===== config.mk =====
export PLATFORM = sky130hd
export DESIGN_NAME = dcache_controller
export DESIGN_NICKNAME = d
export VERILOG_FILES = /design/src/rtl/dcache_pkg.sv /design/src/rtl/dcache_array.sv /design/src/rtl/dcache_controller.sv
export SDC_FILE = /design/constraint.sdc
export NUM_CORES = 1
export LEC_CHECK = 0
export ABC_CLOCK_PERIOD_IN_PS = 3170
export BUFFER_PORTS_ARGS = -buffer_cell sky130_fd_sc_hd__buf_2
export CORE_ASPECT_RATIO = 0.8
export CORE_MARGIN = 4
export CORE_UTILIZATION = 50
export CTS_BUF_LIST = sky130_fd_sc_hd__clkbuf_4 sky130_fd_sc_hd__clkbuf_8
export DETAILED_ROUTE_END_ITERATION = 8
export PLACE_DENSITY = 0.68
export SETUP_SLACK_MARGIN = 0.1
export SLEW_MARGIN = 0
export SYNTH_ARGS = -nofsm -noshare
export SYNTH_HDL_FRONTEND = slang
export SYNTH_SLANG_ARGS = --single-unit

===== constraint.sdc =====
create_clock -name CLK -period 3.17 [get_ports CLK]
set_clock_uncertainty 0.1 [all_clocks]
set_input_delay 0.1585 -clock CLK [delete_from_list [all_inputs] [get_ports CLK]]
set_output_delay 0.1585 -clock CLK [all_outputs]
set_load 0.005 [all_outputs]

===== src/rtl/dcache_pkg.sv =====
// Shared types and geometry for the direct-mapped data cache.
// Fixed geometry: 8 blocks of 4 bytes each, 8-bit CPU byte address.
package dcache_pkg;
   localparam int TAG_W      = 3;
   localparam int INDEX_W    = 3;
   localparam int OFFSET_W   = 2;
   localparam int NUM_BLOCKS = 8;
   localparam int BLOCK_W    = 32;

   typedef enum logic [1:0] {
      IDLE,
      WRITEBACK,
      FETCH
   } state_t;
endpackage


===== src/rtl/dcache_array.sv =====
// Cache storage: per-index valid/dirty/tag/data, combinational lookup and byte select.
// A block fill has priority over a byte write to the same index.
module dcache_array
   import dcache_pkg::*;
(
   input  logic                clk,
   input  logic                rst_n,
   input  logic [INDEX_W-1:0]  index,
   input  logic [OFFSET_W-1:0] offset,
   input  logic [TAG_W-1:0]    tag,
   input  logic                byte_we,
   input  logic [7:0]          byte_wdata,
   input  logic                fill_we,
   input  logic [BLOCK_W-1:0]  fill_data,
   output logic                hit,
   output logic                line_valid,
   output logic                line_dirty,
   output logic [TAG_W-1:0]    line_tag,
   output logic [BLOCK_W-1:0]  line_data,
   output logic [7:0]          byte_rdata
);
   logic [NUM_BLOCKS-1:0] valid;
   logic [NUM_BLOCKS-1:0] dirty;
   logic [TAG_W-1:0]      tag_mem  [NUM_BLOCKS];
   logic [BLOCK_W-1:0]    data_mem [NUM_BLOCKS];

   assign line_valid = valid[index];
   assign line_dirty = dirty[index];
   assign line_tag   = tag_mem[index];
   assign line_data  = data_mem[index];
   assign hit        = valid[index] && (tag_mem[index] == tag);
   assign byte_rdata = data_mem[index][{offset, 3'b000} +: 8];

   always_ff @(posedge clk or negedge rst_n) begin
      if (!rst_n) begin
         valid <= '0;
         dirty <= '0;
      end else if (fill_we) begin
         valid[index] <= 1'b1;
         dirty[index] <= 1'b0;
      end else if (byte_we) begin
         dirty[index] <= 1'b1;
      end
   end

   // NOTE: tag/data have no reset; the valid bits alone qualify their contents,
   // so these stay plain RAM with no reset fan-out.
   always_ff @(posedge clk) begin
      if (fill_we) begin
         tag_mem[index]  <= tag;
         data_mem[index] <= fill_data;
      end else if (byte_we) begin
         data_mem[index][{offset, 3'b000} +: 8] <= byte_wdata;
      end
   end
endmodule


===== src/rtl/dcache_controller.sv =====
// Write-back, write-allocate direct-mapped data cache controller.
// Misses write back a dirty victim (if any), fetch the block, then retry as a hit.
module dcache_controller
   import dcache_pkg::*;
(
   input  logic         CLK,
   input  logic         RESET,
   input  logic         READ,
   input  logic         WRITE,
   input  logic [7:0]   ADDRESS,
   input  logic [7:0]   WRITEDATA,
   output logic [7:0]   READDATA,
   output logic         BUSYWAIT,
   output logic         MEM_READ,
   output logic         MEM_WRITE,
   output logic [5:0]   MEM_ADDRESS,
   output logic [31:0]  MEM_WRITEDATA,
   input  logic [31:0]  MEM_READDATA,
   input  logic         MEM_BUSYWAIT
);
   state_t               state, next_state;
   logic [TAG_W-1:0]     addr_tag;
   logic [INDEX_W-1:0]   addr_index;
   logic [OFFSET_W-1:0]  addr_offset;
   logic                 hit, line_valid, line_dirty;
   logic [TAG_W-1:0]     line_tag;
   logic [BLOCK_W-1:0]   line_data;
   logic [7:0]           byte_rdata;
   logic                 byte_we, fill_we;

   assign addr_tag    = ADDRESS[7:5];
   assign addr_index  = ADDRESS[4:2];
   assign addr_offset = ADDRESS[1:0];

   dcache_array u_array (
      .clk        (CLK),
      .rst_n      (RESET),
      .index      (addr_index),
      .offset     (addr_offset),
      .tag        (addr_tag),
      .byte_we    (byte_we),
      .byte_wdata (WRITEDATA),
      .fill_we    (fill_we),
      .fill_data  (MEM_READDATA),
      .hit        (hit),
      .line_valid (line_valid),
      .line_dirty (line_dirty),
      .line_tag   (line_tag),
      .line_data  (line_data),
      .byte_rdata (byte_rdata)
   );

   always_ff @(posedge CLK or negedge RESET) begin
      if (!RESET) state <= IDLE;
      else        state <= next_state;
   end

   // NOTE: every output gets a default before the case so no path leaves one
   // unassigned, which would otherwise infer a latch.
   always_comb begin
      next_state    = state;
      READDATA      = 8'h00;
      BUSYWAIT      = 1'b0;
      MEM_READ      = 1'b0;
      MEM_WRITE     = 1'b0;
      MEM_ADDRESS   = ADDRESS[7:2];
      MEM_WRITEDATA = line_data;
      byte_we       = 1'b0;
      fill_we       = 1'b0;

      unique case (state)
         IDLE: begin
            if ((READ || WRITE) && !hit) begin
               BUSYWAIT   = 1'b1;
               next_state = (line_valid && line_dirty) ? WRITEBACK : FETCH;
            end else if (WRITE) begin
               byte_we = 1'b1;
            end else if (READ) begin
               READDATA = byte_rdata;
            end
         end
         WRITEBACK: begin
            BUSYWAIT    = 1'b1;
            MEM_WRITE   = 1'b1;
            MEM_ADDRESS = {line_tag, addr_index};
            if (!MEM_BUSYWAIT) next_state = FETCH;
         end
         FETCH: begin
            BUSYWAIT = 1'b1;
            MEM_READ = 1'b1;
            if (!MEM_BUSYWAIT) begin
               fill_we    = 1'b1;
               next_state = IDLE;
            end
         end
         default: next_state = IDLE;
      endcase

      // Reset must silence the CPU stall and memory strobes in the same cycle,
      // even while a miss request is still being presented.
      if (!RESET) begin
         READDATA = 8'h00;
         BUSYWAIT = 1'b0;
         MEM_READ = 1'b0;
         MEM_WRITE = 1'b0;
         byte_we  = 1'b0;
         fill_we  = 1'b0;
      end
   end
endmodule


== Word-level counts from Yosys, hierarchy flattened ==
Memory sizes are Yosys's and may differ from the RTL's.
Cells that the tools add are included.
Cells by class
  $add $sub $neg: 1
  multiply operators: 0
  divide/modulo/power cells: 0
  order comparisons: 2
  equal/unequal tests: 6
  shift-type cells: 3
  muxes and demuxes: 70
  bitwise operators: 36
  reduce and logical (&&, ||, !) cells: 10
Operator list (count)
  8-bit two-way mux: 7
  1-bit two-way mux: 52
  32-bit two-way mux: 1
  1-bit bitwise OR: 32
  8-bit by 7-bit variable shift with 32-bit output, first input constant: 1
  32-bit by 6-bit variable part select with 8-bit output: 1
  8-bit by 7-bit variable part select with 32-bit output: 1
  8-bit bitwise OR: 2
  8-bit bitwise AND: 1
  2-bit two-way mux: 4
  8-bit NOT: 1
  5-bit negation with 7-bit output: 1
  1-bit binary-select mux with 3-bit select: 2
  6-bit two-way mux: 1
  2-bit inequality test, second input constant: 3
  2-bit case mux with 3 select lines: 1
  1-bit logical AND: 4
  3-bit by 4-bit less-than comparator with 1-bit output, second input constant: 1
  1-bit demux with 3-bit select: 1
  3-bit equality test: 1
  3-bit by 1-bit >= comparator with 1-bit output, second input constant: 1
  3-bit AND reduction: 1
  2-bit by 1-bit equality test with 1-bit output, second input constant: 1
  2-bit equality test, second input constant: 1
  6 further kinds: 6
Word-level totals
  bits in registers: 18
  latch bits: 0
  RAM bits: 280
  ROM bits: 0
  input bits: 53
  output and inout port bits: 49
  memories kept: 2
Memories
  u_array.data_mem: words 8, width 32, read ports 1, clocked after memory_dff 0, wr ports 1, RTL line dcache_array.sv:25  | logic [BLOCK_W-1:0] data_mem [NUM_BLOCKS];
  u_array.tag_mem: words 8, width 3, read ports 1, clocked after memory_dff 0, wr ports 1, RTL line dcache_array.sv:24  | logic [TAG_W-1:0] tag_mem [NUM_BLOCKS];

== Logic depth before layout (Yosys ltp) ==
  depth in word-level cells: 12
  depth in mapped cells: 11
  gate-level depth less buffers: 6

== Cells and area by module ==
A second synthesis with hierarchy kept.
Second synthesis, totals
  cell total of the unflattened synthesis: 821
  area total of the unflattened synthesis: 12688.4 µm²
Modules (own cells, without submodules)
  dcache_array: instances 1, cells each 778, area an instance 12350.6 µm², sequential area each 8808.4 µm²
  dcache_controller: instances 1, cells each 43, area an instance 337.8 µm², sequential area each 50.0 µm²

== Worst setup path before layout ==
Ideal clock, no wire load.
  kind: reg-to-reg
  start point: reg u_array.valid[5]
  end point: mem u_array.data_mem[2][0], enable pin
  library setup time: 301 ps
  data arrival time: 2274 ps
  required time: 2769 ps
  slack: 495 ps
  stages on the path, launching flop included: 8
  path buffers: 1
  period minus slack after synthesis: 2675 ps
  path through: dfrtp_1 -> mux4_2 -> mux2_2 -> and4_1 -> o21a_1 -> buf_2 -> a31oi_1 -> nor2_1
On the way
  word-level cells in the longest chain between the ends: 12
RTL lines
  start, declared: RTL line dcache_array.sv:22  | logic [NUM_BLOCKS-1:0] valid;
  start signal, assigned: RTL line dcache_array.sv:36  | valid <= '0;
  start signal, assigned by index: RTL line dcache_array.sv:39  | valid[index] <= 1'b1;
  1-bit binary-select mux with 3-bit select: RTL line dcache_array.sv:31  | assign hit = valid[index] && (tag_mem[index] == tag);
  1-bit two-way mux (not written as such): RTL line dcache_array.sv:31
  1-bit logical AND: RTL line dcache_array.sv:31
  1-bit logical NOT: RTL line dcache_controller.sv:73  | if ((READ || WRITE) && !hit) begin
  1-bit logical AND: RTL line dcache_controller.sv:73
  1-bit two-way mux: RTL line dcache_controller.sv:73
  1-bit two-way mux: RTL line dcache_controller.sv:71  | unique case (state)
  1-bit two-way mux: RTL line dcache_controller.sv:101  | if (!RESET) begin
  1-bit two-way mux: RTL line dcache_array.sv:52  | end else if (byte_we) begin
  1-bit two-way mux: RTL line dcache_array.sv:49  | if (fill_we) begin
  32-bit two-way mux (not written as such): RTL line dcache_array.sv:53  | data_mem[index][{offset, 3'b000} +: 8] <= byte_wdata;
  1-bit bitwise OR (no source line)
  end, declared: RTL line dcache_array.sv:25
Every way passes these cells. The select of a mux whose other input is x is not followed.

== Final worst setup path ==
  start point: mem u_array.tag_mem[7][2]
  end point: out READDATA[6]
On the way
  word-level cells in the longest chain between the ends: 8
RTL lines
  start, declared: RTL line dcache_array.sv:24
  memory 8 x 3 bit
  3-bit equality test: RTL line dcache_array.sv:31
  1-bit logical AND: RTL line dcache_array.sv:31
  1-bit logical NOT: RTL line dcache_controller.sv:73
  1-bit logical AND: RTL line dcache_controller.sv:73
  8-bit two-way mux: RTL line dcache_controller.sv:73
  8-bit two-way mux: RTL line dcache_controller.sv:71
  8-bit two-way mux: RTL line dcache_controller.sv:101
  end, declared: RTL line dcache_controller.sv:12  | output logic [7:0] READDATA,
Every way passes these cells.

==> summary.md <==
| Metric | Value |
|---|---|
| Status | finished clean |
| Worst r2r path cells | 8 |
| WS Path Type | flip-flop to primary output |
| WP buf/inv | 3 |
| CP delay by family, top | simple AND/OR/NAND/NOR gates |
| EDFF count, synth | 280 |
| CP Launch Type | flip-flop |
| Pins Over Slew Limit | 0 |
| Tot GR Track Use | 25.59% |
| Crit path max fanout | 11 |
| #FFs+latches synth | 298 |
| Combinational fraction of design power | 11.6% |
| Share of post-route cells with drive strength above 1 | 30.58% |
| Routed WL | about 37 mm |
| Final setup fails | 0 |
| CP peak stage delay | 360 ps |
| Slew margin rel. | between 40% and 50% |
| Full die area | about 0.028 mm^2 |
| Maximum clock rate | 0.3301 GHz |
| Detailed Routing Iterations Pass 1 | 6 |
| Required time of the critical path | 2910 ps |
| Vias per cell | 5.979 |
| Fillers | 1947 |
| Chip Height | 151.3 um |
| Async SR Flop Fraction | 6.040% |
| Placer Congestion | 0.8858 |
| Internal power | 0.006583 W |
| H-tree depth | 2 |
| GR Util met1 | 37.08% |
| Post-Syn Nets | between 900 and 1000 |
| # nets final | 1112 |
| CTS Root Cell | clkbuf_8 |
| Sequential group share of total power | 51.7% |
| Fin crit period | 3030 ps |
| CTS Buf Count | 45 |
| Total number of vias | 8388 |
| Sequential cell area | 0.008859 mm^2 |
| Post-Layout Cell Count | about 1400 |
| Hold Path Depth | 3 |
| WL/cell | 26.03 um |
| Sequential-to-total area share from yosys stat | 69.03% |
| Layout area overhead | 19.15% |
| Unrepaired setup endpoints after global routing | true |
| Post-synthesis instance total | approximately 850 |
| Met3 Usage GRT | between 7 and 8% |
| Clock network fraction of total power | between 30% and 40% |
| Initial DRC count | between 800 and 900 |
| Crit path DAT | 2770 ps |
| N_diodes | 0 |
| Placeable Area | approximately 0.025 mm^2 |
| CP max stage cell | nor4_4 |
| Switching power of the nets | between 0.002 and 0.0025 W |
| Pin count of the biggest net entering global routing | 34 |
| Sink Count | 298 |
| Initial core utilization | 50.70% |
| IO Count | 102 |
| Synth warnings | 0 |
| Row count | 52 |
| Hpwl dp | 25.14 mm |
| Crit. path cell count | 9 |
| Worst Tran Pin Value | 796.4 ps |
| Initial antenna violation count | 0 |
| Total congestion overflow | 0 |
| Synthesized area per cell | 15.15 um^2 |
| CP Capture Type | primary output |
| Power per standard cell area | approximately 570 mW/mm^2 |
| PortBufs | ~100 |
| Multi-input gate area | ~0.0036 mm^2 |
| Pleak | 5.690 nW |
| Remaining DRCs | 0 |
| Final period util | roughly 96% |
| Most used cell, CP | buf_4 |
| Vias in the first global route | 8005 |
| Final Hold Vio Count | 0 |
| Post-route ant nets | 0 |
| Post-synth top flop | edfxtp_1 |
| Die extent in x | about 190 um |
| Maximum buffer depth of the clock tree | 3 |
| Peak supply drop | roughly 0.32 mV |
| Clock-pin slew on the worst setup and hold paths | 60 ps |
| Synth cell types | 51 |
| Sw frac | 24.16% |
| Max-Cap Viols | 0 |
| Crit-path cells | mux2i_1, o22a_1, and3_1, nor4_4, buf_4, nand4_1, buf_4, nor2b_1, buf_2 |
| Netlist Area Pre-Place | 0.01283 mm^2 |
| First-pass GRT wire length | 52.90 mm |
| CTS tree | done |
| Clk_lat worst skew | 550 ps |
| Dpl cells | 1314 |
| GR Layer Usage met2 | around 37% |
| Hold Crit Class | primary input to flip-flop |
| Final setup TNS | 0 ps |
| Most Crowded Layer GR | met2 |
[per-layer routing]
layer | part of all wire (%) | up-vias | routed length (um)
met3 | 12 | 79 | 4347
met2 | 43 | 494 | 15710
li1 | - | 3686 | -
met4 | 3.2 | 0 | 1155
met5 | 0 | - | 0
met1 | 42 | 4129 | 15300
[per-stage QoR]
stage / setup slack [ps] / util [%] / total power (W) / hold slack [ps] / instance area, um^2
2_1_floorplan: 495.0 / - / 0.005116 / -237.1 / 12830
3_3_place_gp: 109.6 / 56.19 / 0.005528 / -95.30 / 14220
3_5_place_dp: 20.80 / 56.19 / 0.005544 / -96.90 / 14220
4_1_cts: 102.7 / 59.97 / 0.008683 / 0.4847 / 15180
5_1_grt: 38.46 / 60.41 / 0.008983 / 1.249 / 15290
6_report: 140.4 / 60.41 / 0.008681 / 7.999 / 15290
[logic make-up after synthesis]
group           count (synthesis)  share of synthesized area, %
flops                         298                         69.03
mux                           116                         12.04
compound gates                127                         7.654
buf+inv                        97                         3.179
fa+ha+maj                       9                        0.8776
simple gates                  200                         7.215
[synth_stat cells, drive strengths merged (7+ instances only)]
library cell  instances  area, um^2
nor2                 83       311.6
nand2                63       236.5
a22oi                27       202.7
inv                  48       180.2
or2                  10       62.56
mux2i                70       700.7
dfrtp                18       450.4
o22ai                12       75.07
a31oi                 7       43.79
nor2b                12       75.07
a221oi               25       219.0
edfxtp              280        8408
mux2                 17       191.4
buf                  28       148.9
mux4                 29       653.1
clkbuf               20       75.07
ha                    9       112.6
[power groups by stage]
stage                     Clock (W)  Combinational [W]  Sequential, W
after floorplan                   0           0.000565        0.00455
after global placement            0           0.000958        0.00457
after detailed placement          0           0.000973        0.00457
after CTS                   0.00321           0.000982        0.00449
after global routing        0.00340            0.00109        0.00450
final                       0.00318            0.00101        0.00449
[registers in the layout (all words and copies together), names as in the netlist, named ones only]
register and count:
u_array.data_mem 256, u_array.tag_mem 24, u_array.valid 8, state 2
[final cells by class]
cell class / instances / area share (%)
Multi-Input combinational cell: 452 / 23.59
Sequential cell: 298 / 57.94
Clock buffer: 62 / 5.049
Clock inverter: 14 / 0.7938
Timing Repair Buffer: 204 / 8.764
Inverter: 49 / 1.211
Tap cell: 324 / 2.651
[repair_timing]
action / in CTS / in global routing
endpoints found under the hold margin: 44 / 40
setup endpoints to repair: 1 / 183
pin swaps: 0 / 1
hold buffers: 6 / 6
resized for setup: 1 / 12
buffers inserted: 0 / 1
[worst min-delay path, cell delays in order]
cell     delay (ps)
buf_2            90
inv_1            80
mux2i_2         130
[final timing paths]
kind / from / to / slack [ps]
worst min register to register: u_array.valid[7] / u_array.valid[7] / 360
worst max register to register: u_array.valid[5] / u_array.data_mem[4][30] / 190
worst min-delay path: MEM_READDATA[23] / u_array.data_mem[6][23] / 8
min in group asynchronous: RESET / async pin / 40
worst max-delay path: u_array.tag_mem[7][2] / READDATA[6] / 140
max in group asynchronous: RESET / u_array.valid[2] / 2320
[cells in the final DEF (no fill, tap or decap), types with 4 or more instances in the layout]
cell           instances
a41oi_1                5
edfxtp_1             280
dlygate4sd3_1         12
a221oi_1              24
mux2i_1               63
buf_4                 89
nand2b_1               4
and4_1                 4
a22oi_1               27
mux4_2                29
nor2_1                83
a221o_1                4
dfrtp_1               18
clkinv_1               7
clkbuf_4              13
buf_2                100
clkinv_2               4
a22o_1                 5
o22ai_1               12
o22a_1                 6
mux2i_2                7
a21oi_1                6
nor2b_1               11
o221ai_1               4
mux2_2                17
inv_1                 48
ha_1                   9
o21ai_0                5
or2_2                 10
and2_1                 5
a31oi_1                6
nand2_1               63
clkbuf_8              49
No activity file was read; power rests on OpenSTA's default activity.
